**config.mk**
```make
export PLATFORM = sky130hd
export DESIGN_NAME = band_power_acc
export DESIGN_NICKNAME = d
export VERILOG_FILES = /design/src/rtl/band_power_acc.sv
export SDC_FILE = /design/constraint.sdc
export NUM_CORES = 1
export LEC_CHECK = 0
export ABC_AREA = 1
export CELL_PAD_IN_SITES_DETAIL_PLACEMENT = 1
export CELL_PAD_IN_SITES_GLOBAL_PLACEMENT = 2
export CORE_MARGIN = 2
export CORE_UTILIZATION = 40
export CTS_BUF_LIST = sky130_fd_sc_hd__clkbuf_4 sky130_fd_sc_hd__clkbuf_8
export DETAILED_ROUTE_END_ITERATION = 8
export PLACE_DENSITY_LB_ADDON = 0.1
export SYNTH_ARGS = -nofsm -noshare
export SYNTH_HDL_FRONTEND = slang
export SYNTH_SLANG_ARGS = --single-unit
```
**constraint.sdc**
```tcl
create_clock -name clk -period 12 [get_ports clk]
set_input_delay 1.8 -clock clk [delete_from_list [all_inputs] [get_ports clk]]
set_output_delay 1.8 -clock clk [all_outputs]
set_load 0.05 [all_outputs]
```
**src/rtl/band_power_acc.sv**
```systemverilog
// band_power_acc: windowed mean-square power of a band-filtered sample stream.
// Pipeline: shift+saturate -> square -> window accumulate, result held
// behind a valid/ready handshake with a sticky overrun flag.
module band_power_acc #(
  parameter int WIN_LOG2 = 8,
  parameter int SHIFT    = 16
) (
  input  logic        clk,
  input  logic        reset,
  input  logic        in_valid,
  input  logic [31:0] x,
  input  logic        clear,
  input  logic        out_ready,
  output logic        out_valid,
  output logic [31:0] power,
  output logic        overrun
);

  localparam int ACCW = 32 + WIN_LOG2;
  // Counter value on which the window switches to its last sample.
  localparam logic [WIN_LOG2-1:0] CNT_PRE = WIN_LOG2'((1 << WIN_LOG2) - 2);

  typedef enum logic {ACC, LAST} state_t;

  state_t              state;
  logic [1:0]          vld_pipe;   // [0] stage 1, [1] stage 2
  logic signed [15:0]  xs_q;
  logic [31:0]         sq_q;
  logic [ACCW-1:0]     acc;
  logic [WIN_LOG2-1:0] cnt;

  logic signed [31:0]  xsh;
  logic signed [15:0]  xs_sat;
  logic signed [31:0]  xs_ext;
  logic signed [31:0]  prod;
  logic [ACCW-1:0]     total;
  logic                close;

  assign xsh = $signed(x) >>> SHIFT;

  // Clamp the shifted sample into signed 16 bits so the square fits 32 bits.
  always_comb begin
    xs_sat = xsh[15:0];
    if (xsh > 32'sd32767)       xs_sat = 16'sh7fff;
    else if (xsh < -32'sd32768) xs_sat = 16'sh8000;
  end

  assign xs_ext = 32'(xs_q);
  assign prod   = xs_ext * xs_ext;
  assign total  = acc + ACCW'(sq_q);
  assign close  = vld_pipe[1] & ~clear & (state == LAST);

  // Two-stage datapath; clear kills everything in flight plus the incoming sample.
  always_ff @(posedge clk) begin
    if (reset) begin
      vld_pipe <= '0;
      xs_q     <= '0;
      sq_q     <= '0;
    end else begin
      vld_pipe <= {vld_pipe[0] & ~clear, in_valid & ~clear};
      xs_q     <= xs_sat;
      sq_q     <= unsigned'(prod);
    end
  end

  // Window FSM, accumulator and handshaked result register.
  always_ff @(posedge clk) begin
    if (reset) begin
      state     <= ACC;
      acc       <= '0;
      cnt       <= '0;
      out_valid <= 1'b0;
      power     <= '0;
      overrun   <= 1'b0;
    end else begin
      if (clear) begin
        state <= ACC;
        acc   <= '0;
        cnt   <= '0;
      end else if (vld_pipe[1]) begin
        case (state)
          ACC: begin
            acc <= total;
            cnt <= cnt + WIN_LOG2'(1);
            if (cnt == CNT_PRE) state <= LAST;
          end
          LAST: begin
            // Closing square goes straight into power; next window starts empty.
            acc   <= '0;
            cnt   <= '0;
            state <= ACC;
          end
          default: state <= ACC;
        endcase
      end

      if (close) begin
        power     <= total[WIN_LOG2 +: 32];
        out_valid <= 1'b1;
        if (out_valid && !out_ready) overrun <= 1'b1;
      end else if (out_valid && out_ready) begin
        out_valid <= 1'b0;
      end
    end
  end

endmodule

```
==> metrics <==
run status finished, final reports clean; Total GRT Usage 23.88%; reg2reg setup slack 5.43 ns; FF-to-FF End sq_q[29]; core area 41670 um^2; Post-synth ARST share 0%; CP cell instances nand2_1 > fa_1 > inv_1 > fa_1 > fa_1 > inv_1 > fa_1 > inv_1 > fa_1 > inv_1 > fa_1 > inv_1 > ha_1 > a21oi_1 > nand2_1 > a21oi_1 > o21ai_0 > a21oi_1 > nand2_1 > nand2_1 > nor2_1; clock sink count 132; CTS tree done; die width 208.8 um; fill cell count 5386; setup_tns 0 ns; end of the critical path sq_q[29]; grt total ovfl 0; power density over the cells 114.5 nW/um^2; Post-synth EDFFs 0; Int Pwr 0.001057 W; Sequential Power Share 24.6%; switching portion of total power 49.21%; clock buffer depth 2; Starting Density 40.27%; Compound-Gate Fraction of Synth Area 7.815%; Residual DRC 0; sw power 0.001024 W; Max-Slew Margin vs Limit 24.77%; main flop type after synthesis dfxtp_1; initial antenna violation count 0; Hold WC Path Type flop to flop; PortBufs 54; R2R depth 21; layout cells sized above 1 4.093%; WS Path Type flop to flop; antenna-violating nets left 0; Clk Latency, worst-skew pair 0.55 ns; post-route setup slack 5.427 ns; crit path DAT 6.99 ns; total setup buffers inserted after CTS 0; final hold violations 0; CP bufs+invs 5; via count 14110; register bit total from synthesis 132; cts hold-fix bufs 0; vias in the first global route 15590; Detailed Routing Iterations Pass 1 4; CP max FO 16; Mapped Nets 2732; worst setup path startpoint xs_q[7]; Clk Tree Root Cell clkbuf_8; largest family of logic cells by synthesized area adder cells; via/cell ratio 4.851; cell mode on critical path fa_1; largest net degree at the start of global routing 57; Die Y 208.8 um; crit start category flop; Worst path max stage delay 0.80 ns; Final #Nets 2753; Syn. warnings 0; Mean Syn Cell Area 7.183 um^2; Synth Area in Adders 37.24%; Worst Skew 0.02651 ns; Synth Area in XOR/XNOR 1.566%; Clock Power Share 18.0%; Max Freq 152.1 MHz; Mapped Area 16780 um^2; CTS Buf Count 17; area grow syn2layout 8.322%; fin crit share 54.77%; DP Wirelength 41.02 mm; WP depth 21; post-synthesis cell type count 41; 1st-iter DRT viols 482; post-synthesis sequential area ratio 15.75%; Worst Tran Pin Value 1.127 ns; worst vdd ir 0.00006787 V; WP data required 12.42 ns; CTS resizes 0; utilization after layout 43.62%; max cap viols 0; Worst setup EP type flop; multiplexer share of the synthesized area 0%; Total Wirelength 48.91 mm; antenna cells 0; # H-tree levels 4; final worst path period need 6.573 ns; # setup viols final 0; Max stage delay cell, worst path dfxtp_1; Crit path max-delay family adder cells; area of the die 43600 um^2; Rows 75; Combinational Power Share 57.4%; total I/O pin count 71; Leakage 9.912 nW; first-pass GRT wire length 81.12 mm; r2r startpoint xs_q[7]; Synth Instances 2336; final max-slew violation count 0; routed len/inst 16.81 um; Post-Synth Simple-Gate Area 23.09%; Setup Slack @ Placement 5.426 ns; placer congestion estimate 0.8754; RSZ-0062 raised after global routing false; Clk pin slew, worst setup/hold paths 0.10 ns
[flip-flops by register name (all words and copies together), names as in the netlist]
register   count
xs_q          16
acc           40
sq_q          31
out_valid      1
overrun        1
state          1
power         32
vld_pipe       2
cnt            8
[power by group through the flow]
stage / clock [W] / sequential [W] / combinational, W
final: 0.000374 / 0.000511 / 0.00119
after global routing: 0.000411 / 0.000515 / 0.00140
after CTS: 0.000395 / 0.000511 / 0.00122
after detailed placement: 0 / 0.000521 / 0.00121
after global placement: 0 / 0.000521 / 0.00118
after floorplan: 0 / 0.000498 / 0.000898
[worst min-delay path by stage]
stage,startpoint,to,slack (ns),cells past startpoint
4_1_cts,vld_pipe[0],vld_pipe[1],0.44,2
3_3_place_gp,vld_pipe[0],vld_pipe[1],0.41,2
6_report,vld_pipe[0],vld_pipe[1],0.43,2
5_1_grt,vld_pipe[0],vld_pipe[1],0.46,2
3_5_place_dp,vld_pipe[0],vld_pipe[1],0.43,2
2_1_floorplan,vld_pipe[0],vld_pipe[1],0.40,2
[worst register-to-register path: cells and delay by family, from the launching register on]
kind,cells,cell delay [ns]
adders and majority gates,7,3.90
DFF,1,0.80
AOI/OAI and AO/OA,4,0.75
and+or+nand+nor,5,0.64
buffers and inverters,5,0.37
[area by class of cell]
cell class              count  area, um^2  area share, %
clock buffers              19       261.5          1.439
clock inverters            13       98.84         0.5439
inverters                 584        2192          12.06
multi-input cells        1559       11700          64.39
flip-flops and latches    132        2643          14.54
well taps                 539       674.4          3.711
repair buffers             63       603.1          3.318
[metrics by stage]
step                      cell area (um^2)  total power, W  hold slack (ns)  cells
after CTS                            18170        0.002128           0.4381   2909
final                                18170        0.002080           0.4319   2909
after detailed placement             17810        0.001735           0.4261   2877
after global routing                 18170        0.002324           0.4643   2909
after global placement               17810        0.001702           0.4127   2877
after floorplan                      16780        0.001395           0.4021   2336
[cells in the mapped netlist (all sizes together), types with 10 or more instances]
| cell | number | area [um^2] |
|---|---|---|
| nand2 | 605 | 2306 |
| nor3 | 19 | 115.1 |
| fa | 234 | 4684 |
| nand4 | 15 | 93.84 |
| xor2 | 21 | 183.9 |
| buf | 13 | 66.31 |
| nand3b | 11 | 82.58 |
| dfxtp | 132 | 2643 |
| nor2 | 197 | 799.5 |
| clkbuf | 48 | 180.2 |
| inv | 582 | 2185 |
| a21oi | 130 | 669.4 |
| a21o | 13 | 97.59 |
| o21ai | 61 | 309.0 |
| ha | 125 | 1564 |
| o21bai | 10 | 75.07 |
| nand3 | 76 | 400.4 |
[cells in the final DEF, fill, tap and decap left out, drive strengths merged, types with 6 or more instances in the layout]
cell type / n
a21o: 13
clkinvlp: 6
xor2: 21
clkdlybuf4s50: 53
nand4: 15
o21ai: 61
nor2: 197
buf: 10
nand3b: 11
dfxtp: 132
inv: 586
a21oi: 130
xnor2: 9
nand3: 76
fa: 234
o21a: 9
nor3: 19
nand2: 605
o21bai: 10
or2: 7
clkbuf: 19
ha: 125
[cells by family (layout without fill, tap and decap cells)]
family                   Yosys count  count (layout)
AND/OR/NAND/NOR                  935             935
buffers and inverters            645             679
adder cells (fa/ha/maj)          359             359
AO/OA/AOI/OAI                    235             235
flip-flops                       132             132
XOR/XNOR                          30              30
[per-layer routing]
layer,GRT usage (%),part of all wire [%]
met2,43.86,52
met4,7.512,2.3
met1,28.61,44
met5,0,0
met3,3.562,2.1
(Power assumes the default switching activity.)
